===== config.mk =====
export PLATFORM = sky130hd
export DESIGN_NAME = cdb_arbiter
export DESIGN_NICKNAME = d
export VERILOG_FILES = /design/src/rtl/cdb_arbiter.sv
export SDC_FILE = /design/constraint.sdc
export NUM_CORES = 1
export LEC_CHECK = 0
export BUFFER_PORTS_ARGS = -buffer_cell sky130_fd_sc_hd__buf_4
export CAP_MARGIN = 20
export CELL_PAD_IN_SITES_DETAIL_PLACEMENT = 2
export CELL_PAD_IN_SITES_GLOBAL_PLACEMENT = 2
export CORE_UTILIZATION = 32
export DETAILED_ROUTE_END_ITERATION = 8
export PLACE_DENSITY_LB_ADDON = 0.1
export SYNTH_ARGS = -nofsm -noshare
export SYNTH_HDL_FRONTEND = slang
export SYNTH_SLANG_ARGS = --single-unit

===== constraint.sdc =====
create_clock -name clk -period 3.3 [get_ports clk]
set_input_delay 0.66 -clock clk [delete_from_list [all_inputs] [get_ports clk]]
set_output_delay 0.66 -clock clk [all_outputs]
set_load 0.02 [all_outputs]

===== src/rtl/cdb_arbiter.sv =====
// cdb_arbiter: one hold slot per writeback requester (ALU/BRU/LSU), one grant per cycle onto a registered CDB.
// Build option CDB_LSU_PRIORITY_EN: fixed priority LSU > BRU > ALU instead of round-robin.
module cdb_arbiter #(
  parameter int N_REQ     = 3,
  parameter int XLEN      = 32,
  parameter int PREG_W    = 7,
  parameter int ROB_TAG_W = 5,
  parameter int INFO_W    = 8
) (
  input  logic                        clk,
  input  logic                        rst_n,
  input  logic                        flush_i,
  input  logic [N_REQ-1:0]            req_valid_i,
  output logic [N_REQ-1:0]            req_ready_o,
  input  logic [N_REQ*XLEN-1:0]       req_data_i,
  input  logic [N_REQ*PREG_W-1:0]     req_prd_i,
  input  logic [N_REQ-1:0]            req_rd_used_i,
  input  logic [N_REQ*ROB_TAG_W-1:0]  req_rob_tag_i,
  input  logic [N_REQ*INFO_W-1:0]     req_info_i,
  output logic                        cdb_valid_o,
  output logic [XLEN-1:0]             cdb_data_o,
  output logic [PREG_W-1:0]           cdb_prd_o,
  output logic                        cdb_rd_used_o,
  output logic [ROB_TAG_W-1:0]        cdb_rob_tag_o,
  output logic [INFO_W-1:0]           cdb_info_o,
  output logic [N_REQ-1:0]            cdb_src_o
);

  localparam int PTR_W = (N_REQ > 1) ? $clog2(N_REQ) : 1;

  logic [N_REQ-1:0]     r_hold_v;
  logic [XLEN-1:0]      r_data    [N_REQ];
  logic [PREG_W-1:0]    r_prd     [N_REQ];
  logic [N_REQ-1:0]     r_rd_used;
  logic [ROB_TAG_W-1:0] r_tag     [N_REQ];
  logic [INFO_W-1:0]    r_info    [N_REQ];
  logic [PTR_W-1:0]     r_rr_ptr;

  logic                 r_cdb_valid;
  logic [XLEN-1:0]      r_cdb_data;
  logic [PREG_W-1:0]    r_cdb_prd;
  logic                 r_cdb_rd_used;
  logic [ROB_TAG_W-1:0] r_cdb_tag;
  logic [INFO_W-1:0]    r_cdb_info;
  logic [N_REQ-1:0]     r_cdb_src;

  logic [N_REQ-1:0]     w_gnt;
  logic                 w_any_gnt;
  logic [PTR_W-1:0]     w_next_ptr;
  logic [XLEN-1:0]      w_sel_data;
  logic [PREG_W-1:0]    w_sel_prd;
  logic                 w_sel_rd_used;
  logic [ROB_TAG_W-1:0] w_sel_tag;
  logic [INFO_W-1:0]    w_sel_info;

  always_comb begin
    w_gnt     = '0;
    w_any_gnt = 1'b0;
`ifdef CDB_LSU_PRIORITY_EN
    for (int k = N_REQ - 1; k >= 0; k--) begin
      if (!w_any_gnt && r_hold_v[k]) begin
        w_gnt[k]  = 1'b1;
        w_any_gnt = 1'b1;
      end
    end
`else
    // Visit slots in order rr_ptr, rr_ptr+1, ... (mod N_REQ); first holder wins.
    for (int k = 0; k < N_REQ; k++) begin
      for (int i = 0; i < N_REQ; i++) begin
        if (!w_any_gnt && r_hold_v[i] && (((int'(r_rr_ptr) + k) % N_REQ) == i)) begin
          w_gnt[i]  = 1'b1;
          w_any_gnt = 1'b1;
        end
      end
    end
`endif
    if (flush_i) begin
      w_gnt     = '0;
      w_any_gnt = 1'b0;
    end
  end

  always_comb begin
    w_next_ptr    = r_rr_ptr;
    w_sel_data    = '0;
    w_sel_prd     = '0;
    w_sel_rd_used = 1'b0;
    w_sel_tag     = '0;
    w_sel_info    = '0;
    for (int i = 0; i < N_REQ; i++) begin
      if (w_gnt[i]) begin
        w_sel_data    = r_data[i];
        w_sel_prd     = r_prd[i];
        w_sel_rd_used = r_rd_used[i];
        w_sel_tag     = r_tag[i];
        w_sel_info    = r_info[i];
        w_next_ptr    = (i == N_REQ - 1) ? '0 : PTR_W'(i + 1);
      end
    end
  end

  // A slot being granted this cycle frees up in time to be refilled at the same edge.
  assign req_ready_o = {N_REQ{!flush_i}} & (~r_hold_v | w_gnt);

  always_ff @(posedge clk) begin
    if (!rst_n) begin
      r_hold_v      <= '0;
      r_rd_used     <= '0;
      r_rr_ptr      <= '0;
      r_cdb_valid   <= 1'b0;
      r_cdb_data    <= '0;
      r_cdb_prd     <= '0;
      r_cdb_rd_used <= 1'b0;
      r_cdb_tag     <= '0;
      r_cdb_info    <= '0;
      r_cdb_src     <= '0;
      for (int i = 0; i < N_REQ; i++) begin
        r_data[i] <= '0;
        r_prd[i]  <= '0;
        r_tag[i]  <= '0;
        r_info[i] <= '0;
      end
    end else if (flush_i) begin
      r_hold_v    <= '0;
      r_cdb_valid <= 1'b0;
    end else begin
      for (int i = 0; i < N_REQ; i++) begin
        if (req_valid_i[i] && req_ready_o[i]) begin
          r_hold_v[i]  <= 1'b1;
          r_data[i]    <= req_data_i[i*XLEN +: XLEN];
          r_prd[i]     <= req_prd_i[i*PREG_W +: PREG_W];
          r_rd_used[i] <= req_rd_used_i[i];
          r_tag[i]     <= req_rob_tag_i[i*ROB_TAG_W +: ROB_TAG_W];
          r_info[i]    <= req_info_i[i*INFO_W +: INFO_W];
        end else if (w_gnt[i]) begin
          r_hold_v[i] <= 1'b0;
        end
      end
      r_cdb_valid <= w_any_gnt;
      if (w_any_gnt) begin
        r_cdb_data    <= w_sel_data;
        r_cdb_prd     <= w_sel_prd;
        r_cdb_rd_used <= w_sel_rd_used;
        r_cdb_tag     <= w_sel_tag;
        r_cdb_info    <= w_sel_info;
        r_cdb_src     <= w_gnt;
`ifdef CDB_LSU_PRIORITY_EN
        r_rr_ptr      <= '0;
`else
        r_rr_ptr      <= w_next_ptr;
`endif
      end
    end
  end

  assign cdb_valid_o   = r_cdb_valid;
  assign cdb_data_o    = r_cdb_data;
  assign cdb_prd_o     = r_cdb_prd;
  assign cdb_rd_used_o = r_cdb_rd_used;
  assign cdb_rob_tag_o = r_cdb_tag;
  assign cdb_info_o    = r_cdb_info;
  assign cdb_src_o     = r_cdb_src;

endmodule


==> results of run 1 <==
==> where the power goes <==
| part | switching (uW) | internal, uW |
|---|---|---|
| clock network | 1170 | 1710 |
| registers | 94.0 | 3240 |
| logic | 498 | 365 |
| total | 1770 | 5310 |
==> cell usage in the layout, fill, tap and decap left out, types with 2 or more instances in the layout <==
master,count
ha_1,2
a21bo_2,2
nor3_1,2
a32oi_1,51
a31oi_1,55
clkinv_2,5
clkbuf_8,7
edfxtp_1,156
a21boi_0,2
nand2_2,2
buf_4,241
a211oi_4,2
nand2b_1,4
clkinv_1,2
nor2_1,7
clkbuf_1,7
nand3_1,2
o211ai_1,55
and2_1,2
mux2i_1,2
inv_1,8
a211oi_1,2
a21oi_1,6
clkbuf_16,28
a21boi_1,156
o21ai_0,54
buf_12,10
nand2_1,10
dfxtp_1,65
==> cells by family after synthesis <==
| group | after synthesis | share of synthesized area |
|---|---|---|
| AOI/OAI and AO/OA | 396 | 0.298 |
| DFF | 221 | 0.620 |
| buffers and inverters | 101 | 0.0541 |
| and+or+nand+nor | 40 | 0.0228 |
| muxes | 2 | 0.00208 |
| adders and majority gates | 2 | 0.00259 |
==> metal layers <==
| metal | routed length, um | part of all wire | track usage |
|---|---|---|---|
| met5 | 30 | 0.00092 | 0 |
| met1 | 13700 | 0.42 | 0.265 |
| met4 | 549 | 0.017 | 0.0482 |
| met2 | 16500 | 0.51 | 0.370 |
| met3 | 1860 | 0.057 | 0.0433 |
==> flip-flops by register name, summed over array words and instances, names as in the netlist <==
name / flops
cdb_rd_used_o: 1
cdb_data_o: 32
r_rr_ptr: 2
cdb_src_o: 3
cdb_valid_o: 1
cdb_rob_tag_o: 5
cdb_info_o: 8
r_tag: 15
r_hold_v: 3
cdb_prd_o: 7
r_data: 96
r_info: 24
r_prd: 21
r_rd_used: 3
==> layout make-up <==
class                   instances  area, um^2
fillers                      3014       17100
flip-flops and latches        221        5990
multi-input cells             440        3190
clock buffers                  42         823
repair buffers                251        2010
inverters                       9        33.8
clock inverters                 8        41.3
well taps                     390         488
diodes                          1        2.50
==> stage by stage <==
step	setup slack, ns	area (um^2)
after detailed placement	0.464	11700
after floorplan	0.00921	9650
after global routing	0.0923	12600
after global placement	0.493	11700
after CTS	0.242	12600
final	0.267	12600
==> path summary, 6_finish.rpt <==
check,start,end,slack (ns),depth (start not counted)
worst max register to register,r_rr_ptr[1]$_SDFFE_PN0P_,r_prd[0][11]$_SDFFCE_PN0P_,0.44,7
worst max-delay path,r_rr_ptr[0]$_SDFFE_PN0P_,req_ready_o[1],0.27,6
worst min-delay path,req_valid_i[0],r_hold_v[0]$_SDFFE_PP0P_,0.38,2
worst min register to register,cdb_src_o[0]$_SDFFE_PN0P_,cdb_src_o[0]$_SDFFE_PN0P_,0.47,2
==> critical path, cell delays in order (launching register included) <==
cell and delay [ns]:
dfxtp_1 0.33, inv_1 0.06, ha_1 0.48, nor2_1 0.17, o311ai_2 0.45, and2_1 0.21, buf_4 0.14
==> metrics.md, run 1 <==
| Metric | Value |
|---|---|
| Share of cells above drive strength 1 | `0.320` |
| Die X | `roughly 180 um` |
| Initial antenna violation count | `3` |
| Synth Cell Area | `9650 um^2` |
| CORE AREA | `slightly below 30,000 um^2` |
| Non-filler cells, final | `1,362` |
| CTS Sinks | `roughly 220` |
| Clk Latency, worst-skew pair | `0.54 ns` |
| Vias per std cell | `5.46` |
| Vias in the first global route | `8,116` |
| DRC viols | `0` |
| Asr flop ratio synth | `0` |
| Clk_skew | `0.0148 ns` |
| Top Ports | `around 230` |
| Pins Over Slew Limit | `0` |
| Worst vdd ir | `0.000323 V` |
| CP max FO | `11` |
| Syn-to-layout area delta | `30.4%` |
| Upper clock frequency limit | `330 MHz` |
| Setup violators final | `0` |
| Synth area leaders | `edfxtp_1, dfxtp_1, a21boi_1, a32oi_1, o211ai_1` |
| Post-route clock period utilization | `0.919` |
| Number of distinct library cells after synthesis | `43` |
| Initial Util | `0.326` |
| Synthesized net count | `929` |
| PwrDens | `562 nW/um^2` |
| Final HPWL DP | `roughly 21,000 um` |
| CTS tree | `done` |
| Post-CTS Setup Bufs | `0` |
| Minimum hold slack | `0.380 ns` |
| Final ANT Viol Nets | `0` |
| Top-area cell type share of the netlist area | `0.486` |
| Post-CTS sizing | `0` |
| Status | `finished, final reports clean` |
| Num CTS Buffers | `27` |
| First-pass GRT wire length | `~49,000 um` |
| Die Height | `approximately 180 um` |
| GR Overflow Total | `0` |
| DRT iter0 DRCs | `436` |
| CP arrival | `2.37 ns` |
| Via count | `7,443` |
| Yosys top cell by area | `edfxtp_1` |
| Post-synth EDFFs | `156` |
| Clk slew on worst S/H paths | `0.06 ns` |
| Maximum root-to-sink buffer count | `3` |
| Cell count after placement | `1,311` |
| Layout net count | `roughly 1.1k` |
| Count of hold-fix buffers inserted at cts | `0` |
| Share of the yosys chip area belonging to registers | `0.620` |
| Maxcap violations | `0` |
| Critical path class | `register to primary output` |
| CP Capture Type | `primary output` |
| Leakage power | `0.00472 uW` |
| Worst Hold Class | `input port to register` |
| Std-Cell Rows | `63` |
| CP Launch Type | `register` |
| Util after Layout | `0.424` |
| Setup_tns | `0 ns` |
| Post-detailed-routing wire length | `~33,000 um` |
| Drt pass-1 iters | `4` |
| Routed WL per cell | `24.0 um` |
| Synthesis-stage register bit count | `approximately 220` |
| Endpoints failing hold | `0` |
| IO Port Bufs | `about 220` |
| Average cell area after synthesis | `12.7 um^2` |
| Period minus WS final | `3.03 ns` |
| Primary FF master, synth | `edfxtp_1` |
| Die area | `30,800 um^2` |
| Cell count after synthesis | `762` |
| RSZ-0062 raised after global routing | `no` |
| Tightest Pin Transition | `0.896 ns` |
| Total track usage | `0.211` |
| GP Congestion | `between 0.7 and 0.8` |
| Pwr Total | `7070 uW` |
| CP required | `about 2.6 ns` |
| Largest net degree at the start of global routing | `93` |
| CTS root buf | `clkbuf_16` |
| Synth Warn # | `0` |
| Commonest cells post-synth | `a21boi_1, edfxtp_1, dfxtp_1` |
| Slew HR | `0.403` |
| H-tree depth | `1` |
No activity file was read; power rests on OpenSTA's default activity.
==> run 2: changes to the inputs <==
CORE_MARGIN = 4   (was default)
GPL_ROUTABILITY_DRIVEN = 0   (was default)
==> run 2 against run 1 <==
  * Cell count shrank 0.22%
  * Non-clock buffer count shrank 6
  * Wire length grew 4.4%
  * Highest routed layer unchanged
  * Clock skew shrank 0.0037 ns
  * Critical path type unchanged
  * Critical endpoint unchanged
  * Register-to-register slack gained 0.04 ns
  * Count of clock-buffer cells in the layout shrank 4
  * Sequential share of layout area is essentially flat
  * Largest power group unchanged
  * Worst hold slack lost 0.010 ns
==> metrics.md, run 2 (synthesized netlist as in run 1, its figures left out) <==
| Metric | Value |
|---|---|
| Std-Cell Rows | `63` |
| Via count | `7,465` |
| CTS Sinks | `221` |
| Die X | `182 um` |
| GR Layer Usage met2 | `0.355` |
| CTS root buf | `clkbuf_16` |
| Syn-to-layout area delta | `30.3%` |
| Count of hold-fix buffers inserted at cts | `0` |
| CP Capture Type | `primary output` |
| CP required | `2.64 ns` |
| PwrDens | `566 nW/um^2` |
| R2r worst-path depth | `7` |
| Pins Over Slew Limit | `0` |
| Post-route clock period utilization | `0.932` |
| First-pass GRT wire length | `51,700 um` |
| Max incr delay on CP | `about 0.51 ns` |
| CP Launch Type | `register` |
| Vias in the first global route | `8,230` |
| Post-detailed-routing wire length | `34,100 um` |
| Max reg flops | `96` |
| Top delay family on crit path | `adder cells` |
| Drt pass-1 iters | `4` |
| Setup violators final | `0` |
| Met1 Use GR | `0.254` |
| Hold Path Cell Cnt | `2` |
| Top Ports | `between 200 and 250` |
| Maxcap violations | `0` |
| Most common cell after layout, fill and taps aside | `buf_4` |
| Layout net count | `about 1.1k` |
| R2R Path End | `r_tag[0][6]$_SDFFCE_PN0P_` |
| Critical path class | `register to primary output` |
| Minimum hold slack | `between 0.3 and 0.4 ns` |
| Slew HR | `0.476` |
| WHS Endpoint | `r_hold_v[0]$_SDFFE_PP0P_` |
| Die area | `roughly 33,000 um^2` |
| Clk slew on worst S/H paths | `0.06 ns` |
| CORE AREA | `29,700 um^2` |
| Clk_skew | `about 0.011 ns` |
| Die Height | `between 150 and 200 um` |
| Post-DP Area | `roughly 12,000 um^2` |
| DRC viols | `0` |
| Top reg by flops | `r_data` |
| Vias per std cell | `roughly 5.5` |
| Met3 GRT Util | `0.0319` |
| Endpoints failing hold | `0` |
| IO Port Bufs | `224` |
| RSZ-0062 raised after global routing | `no` |
| Worst path bufs/invs | `2` |
| Clk Latency, worst-skew pair | `roughly 0.53 ns` |
| Final ANT Viol Nets | `0` |
| CTS tree | `done` |
| DRT iter0 DRCs | `~450` |
| Worst Hold Class | `input port to register` |
| H-tree depth | `1` |
| Layer with the highest usage | `met2` |
| CP max FO | `11` |
| Setup_tns | `0 ns` |
| Final HPWL DP | `21,900 um` |
| Worst vdd ir | `approximately 0.00033 V` |
| Min-delay src | `req_valid_i[0]` |
| Status | `finished, final reports clean` |
| Num CTS Buffers | `27` |
| Initial Util | `0.325` |
| Post-CTS sizing | `0` |
| Initial antenna violation count | `5` |
| Crit path max-delay cell type | `ha_1` |
| Upper clock frequency limit | `325 MHz` |
| CP arrival | `~2.4 ns` |
| Share of cells above drive strength 1 | `0.310` |
| Largest net degree at the start of global routing | `106` |
| R2R setup slack | `0.48 ns` |
| Final Instance Area | `12,600 um^2` |
| Tightest Pin Transition | `slightly below 0.8 ns` |
| CP Depth | `6` |
| Most frequent cells in the layout | `buf_4, a21boi_1, edfxtp_1` |
| Fillers | `between 3k and 4k` |
| Leakage power | `0.00469 uW` |
| Period minus WS final | `3.08 ns` |
| Total track usage | `0.200` |
| Crit path cell chain | `inv_1 > ha_1 > nor2_1 > o311ai_2 > and2_1 > buf_4` |
| Maximum root-to-sink buffer count | `3` |
| Routed WL per cell | `25.1 um` |
| Critical R2R Launch | `r_rr_ptr[1]$_SDFFE_PN0P_` |
| GR Overflow Total | `0` |
| Post-CTS Setup Bufs | `0` |
==> run 2: final cells by class <==
| cell class | instances | area, um^2 | share of cell area |
|---|---|---|---|
| Antenna cell | 4 | 10.0 | 0.000796 |
| Clock buffer | 38 | 727 | 0.0578 |
| Clock inverter | 12 | 133 | 0.0105 |
| Inverter | 9 | 33.8 | 0.00269 |
| Multi-Input combinational cell | 440 | 3210 | 0.255 |
| Sequential cell | 221 | 5990 | 0.476 |
| Tap cell | 390 | 488 | 0.0388 |
| Timing Repair Buffer | 245 | 1990 | 0.158 |
==> run 2: worst max path at each step <==
stage / startpoint / endpoint / slack, ns
after floorplan: r_rr_ptr[1]$_SDFFE_PN0P_ / r_data[0][64]$_SDFFCE_PN0P_ / 0.009
after global placement: r_rr_ptr[0]$_SDFFE_PN0P_ / r_tag[0][0]$_SDFFCE_PN0P_ / 0.65
after detailed placement: r_rr_ptr[0]$_SDFFE_PN0P_ / r_tag[0][6]$_SDFFCE_PN0P_ / 0.50
after CTS: r_rr_ptr[0]$_SDFFE_PN0P_ / req_ready_o[1] / 0.18
after global routing: r_rr_ptr[0]$_SDFFE_PN0P_ / req_ready_o[1] / 0.05
final: r_rr_ptr[0]$_SDFFE_PN0P_ / req_ready_o[1] / 0.22
==> run 2: where the power goes <==
part           total [uW]  internal [uW]  switching [uW]
clock network        2910           1760            1150
registers            3340           3240             102
logic                 866            363             503
total                7110           5360            1750
==> run 2: metrics by stage <==
| stage | util | cells | setup WS [ns] | total power (uW) |
|---|---|---|---|---|
| 4_1_cts | 0.423 | 1355 | 0.176 | 7210 |
| 3_5_place_dp | 0.394 | 1305 | 0.495 | 4270 |
| 2_1_floorplan | - | 762 | 0.00921 | 3800 |
| 3_3_place_gp | 0.394 | 1305 | 0.653 | 4240 |
| 6_report | 0.423 | 1359 | 0.224 | 7110 |
| 5_1_grt | 0.423 | 1359 | 0.0547 | 7380 |
==> run 2: worst reg2reg max path, stage by stage (launching register included) <==
cell and delay (ns):
dfxtp_1 0.32, inv_1 0.06, ha_1 0.33, nand2b_1 0.46, a21oi_2 0.16, o211ai_1 0.46
buf_12 0.40, a21boi_1 0.33
==> run 2: routing by layer <==
metal	vias to the layer above	share of wire
met5	-	0.00059
met2	188	0.52
met4	2	0.018
met1	3823	0.42
li1	3412	-
met3	40	0.043
==> run 3: changes to the inputs <==
BUFFER_PORTS_ARGS = default   (was -buffer_cell sky130_fd_sc_hd__buf_4)
CORE_MARGIN = default   (was 4)
CORE_UTILIZATION = 38   (was 32)
DONT_BUFFER_PORTS = 1   (was default)
SETUP_SLACK_MARGIN = 0.3   (was default)
==> run 3 against run 2 <==
  * First-iteration DRC count fell by 9.3%
  * Die area fell by 21%
  * Sequential power rose by 2%
  * Via count fell by 12%
  * Global-route usage rose by 2.7 points
  * Combinational power fell by 39%
  * Count of clock-buffer cells in the layout fell by 3
  * Clock power fell by 7.6%
  * Worst hold slack got worse by 0.096 ns
==> metrics.md, run 3 (synthesized netlist as in run 1, its figures left out) <==
| Metric | Value |
|---|---|
| Dpl ws | `between 0.5 and 0.6 ns` |
| Period minus WS final | `~2.9 ns` |
| Post-detailed-routing wire length | `29,600 um` |
| Most frequent cells in the layout | `a21boi_1, edfxtp_1, dfxtp_1` |
| Max incr delay on CP | `0.35 ns` |
| DRT iter0 DRCs | `412` |
| Clock power share | `0.406` |
| Max reg flops | `96` |
| Vias in the first global route | `between 7k and 8k` |
| Switching power | `about 1600 uW` |
| Worst path bufs/invs | `1` |
| P_int | `between 4000 and 5000 uW` |
| Hold Path Cell Cnt | `1` |
| Maxcap violations | `0` |
| Top reg by flops | `r_data` |
| Cell count after placement | `1,016` |
| Drt pass-1 iters | `4` |
| Endpoints failing hold | `0` |
| Worst Hold Class | `input port to register` |
| GR Overflow Total | `0` |
| Sequential power share | `0.515` |
| Initial antenna violation count | `13` |
| Sw Ratio | `0.247` |
| Share of cells above drive strength 1 | `0.108` |
| Util after Layout | `0.437` |
| CP Capture Type | `primary output` |
| Setup violators final | `0` |
| Maximum root-to-sink buffer count | `3` |
| IO Port Bufs | `0` |
| Layout net count | `886` |
| Top delay family on crit path | `simple AND/OR/NAND/NOR gates` |
| Die area | `26,000 um^2` |
| CTS tree | `done` |
| Most used cell, CP | `nor2_1` |
| Total track usage | `0.227` |
| DRC viols | `0` |
| Num CTS Buffers | `25` |
| R2r worst-path depth | `7` |
| Worst vdd ir | `0.000307 V` |
| CP arrival | `approximately 2.2 ns` |
| Pins Over Slew Limit | `0` |
| Clk slew on worst S/H paths | `0.06 ns` |
| H-tree depth | `1` |
| Clk_skew | `0.0169 ns` |
| Post-route clock period utilization | `0.874` |
| Die Height | `161 um` |
| Routed WL per cell | `27.6 um` |
| Vias per std cell | `6.09` |
| CP Depth | `6` |
| CP max FO | `8` |
| Slew HR | `0.606` |
| Largest net degree at the start of global routing | `79` |
| Status | `finished, final reports clean` |
| Fillers | `around 2.4k` |
| First-pass GRT wire length | `44,800 um` |
| CORE AREA | `24,600 um^2` |
| CP Launch Type | `register` |
| Syn-to-layout area delta | `11.4%` |
| Final HPWL DP | `18,600 um` |
| Die X | `around 160 um` |
| RSZ-0062 raised after global routing | `yes` |
| Leakage power | `0.00355 uW` |
| Clk Latency, worst-skew pair | `0.53 ns` |
| PwrDens | `around 620 nW/um^2` |
| Pwr Total | `approximately 6600 uW` |
| CTS root buf | `clkbuf_16` |
| Top Ports | `225` |
| Upper clock frequency limit | `347 MHz` |
| Tightest Pin Transition | `0.591 ns` |
| Final ANT Viol Nets | `0` |
| Worst Slack Setup Final | `0.416 ns` |
| Setup_tns | `0 ns` |
| Critical path class | `register to primary output` |
| CTS Sinks | `roughly 220` |
| Std-Cell Rows | `57` |
| Non-filler cells, final | `1,074` |
| Initial Util | `0.392` |
| CP required | `approximately 2.6 ns` |
| Crit path max-delay cell type | `dfxtp_1` |
| Via count | `approximately 6.5k` |
| Crit path cell chain | `inv_1 > ha_1 > nand2b_2 > a21oi_2 > nor2_1 > nor2_1` |
| Comb power frac | `0.079` |
[run 3: cell count changes in the layout (fill, tap and decap cells not counted), sizes merged]
cell / delta
bufinv: -2
clkbuf: -3
buf: -223
diode: +8
clkinv: +1
[run 3: per-layer routing]
metal	vias to the layer above	wire, um	GRT usage
met5	-	41	0
met4	6	499	0.0583
met3	35	1710	0.0519
met2	187	14600	0.380
met1	3359	12700	0.295
li1	2955	-	-
[run 3: cell type report]
| class | instances | area, um^2 | area share |
|---|---|---|---|
| antenna | 12 | 30.0 | 0.00279 |
| clock buffer | 35 | 713 | 0.0664 |
| clock inverter | 11 | 81.3 | 0.00757 |
| inverter | 9 | 33.8 | 0.00314 |
| multi-input combinational | 440 | 3220 | 0.299 |
| sequential | 221 | 5990 | 0.557 |
| tap | 324 | 405 | 0.0377 |
| timing repair buffer | 22 | 278 | 0.0259 |
[run 3: final timing paths]
kind	start	to	slack, ns
max	r_rr_ptr[1]$_SDFFE_PN0P_	req_ready_o[0]	0.42
min	req_valid_i[0]	r_hold_v[0]$_SDFFE_PP0P_	0.27
max reg2reg	r_rr_ptr[0]$_SDFFE_PN0P_	r_data[0][47]$_SDFFCE_PN0P_	0.70
min reg2reg	r_rd_used[2]$_SDFFE_PN0P_	r_rd_used[2]$_SDFFE_PN0P_	0.47
[run 3: timing repair]
action                                  4_1_cts  5_1_grt
setup buffers                                 0        0
hold buffers                                  0        0
endpoints found under the setup margin        1        3
pin swaps                                     0        0
resized for setup                             2        2
[run 3: per-stage QoR]
stage / hold WS [ns] / area [um^2]
final: 0.274 / 10700
after global routing: 0.269 / 10700
after CTS: 0.254 / 10700
after detailed placement: 0.461 / 9900
after global placement: 0.455 / 9900
after floorplan: 0.438 / 9660
[run 3: power by group through the flow]
stage / sequential [uW] / clock (uW) / combinational (uW)
6_report: 3410 / 2690 / 524
5_1_grt: 3430 / 2850 / 575
3_3_place_gp: 3460 / 0 / 499
2_1_floorplan: 3420 / 0 / 386
4_1_cts: 3410 / 2750 / 534
3_5_place_dp: 3470 / 0 / 529
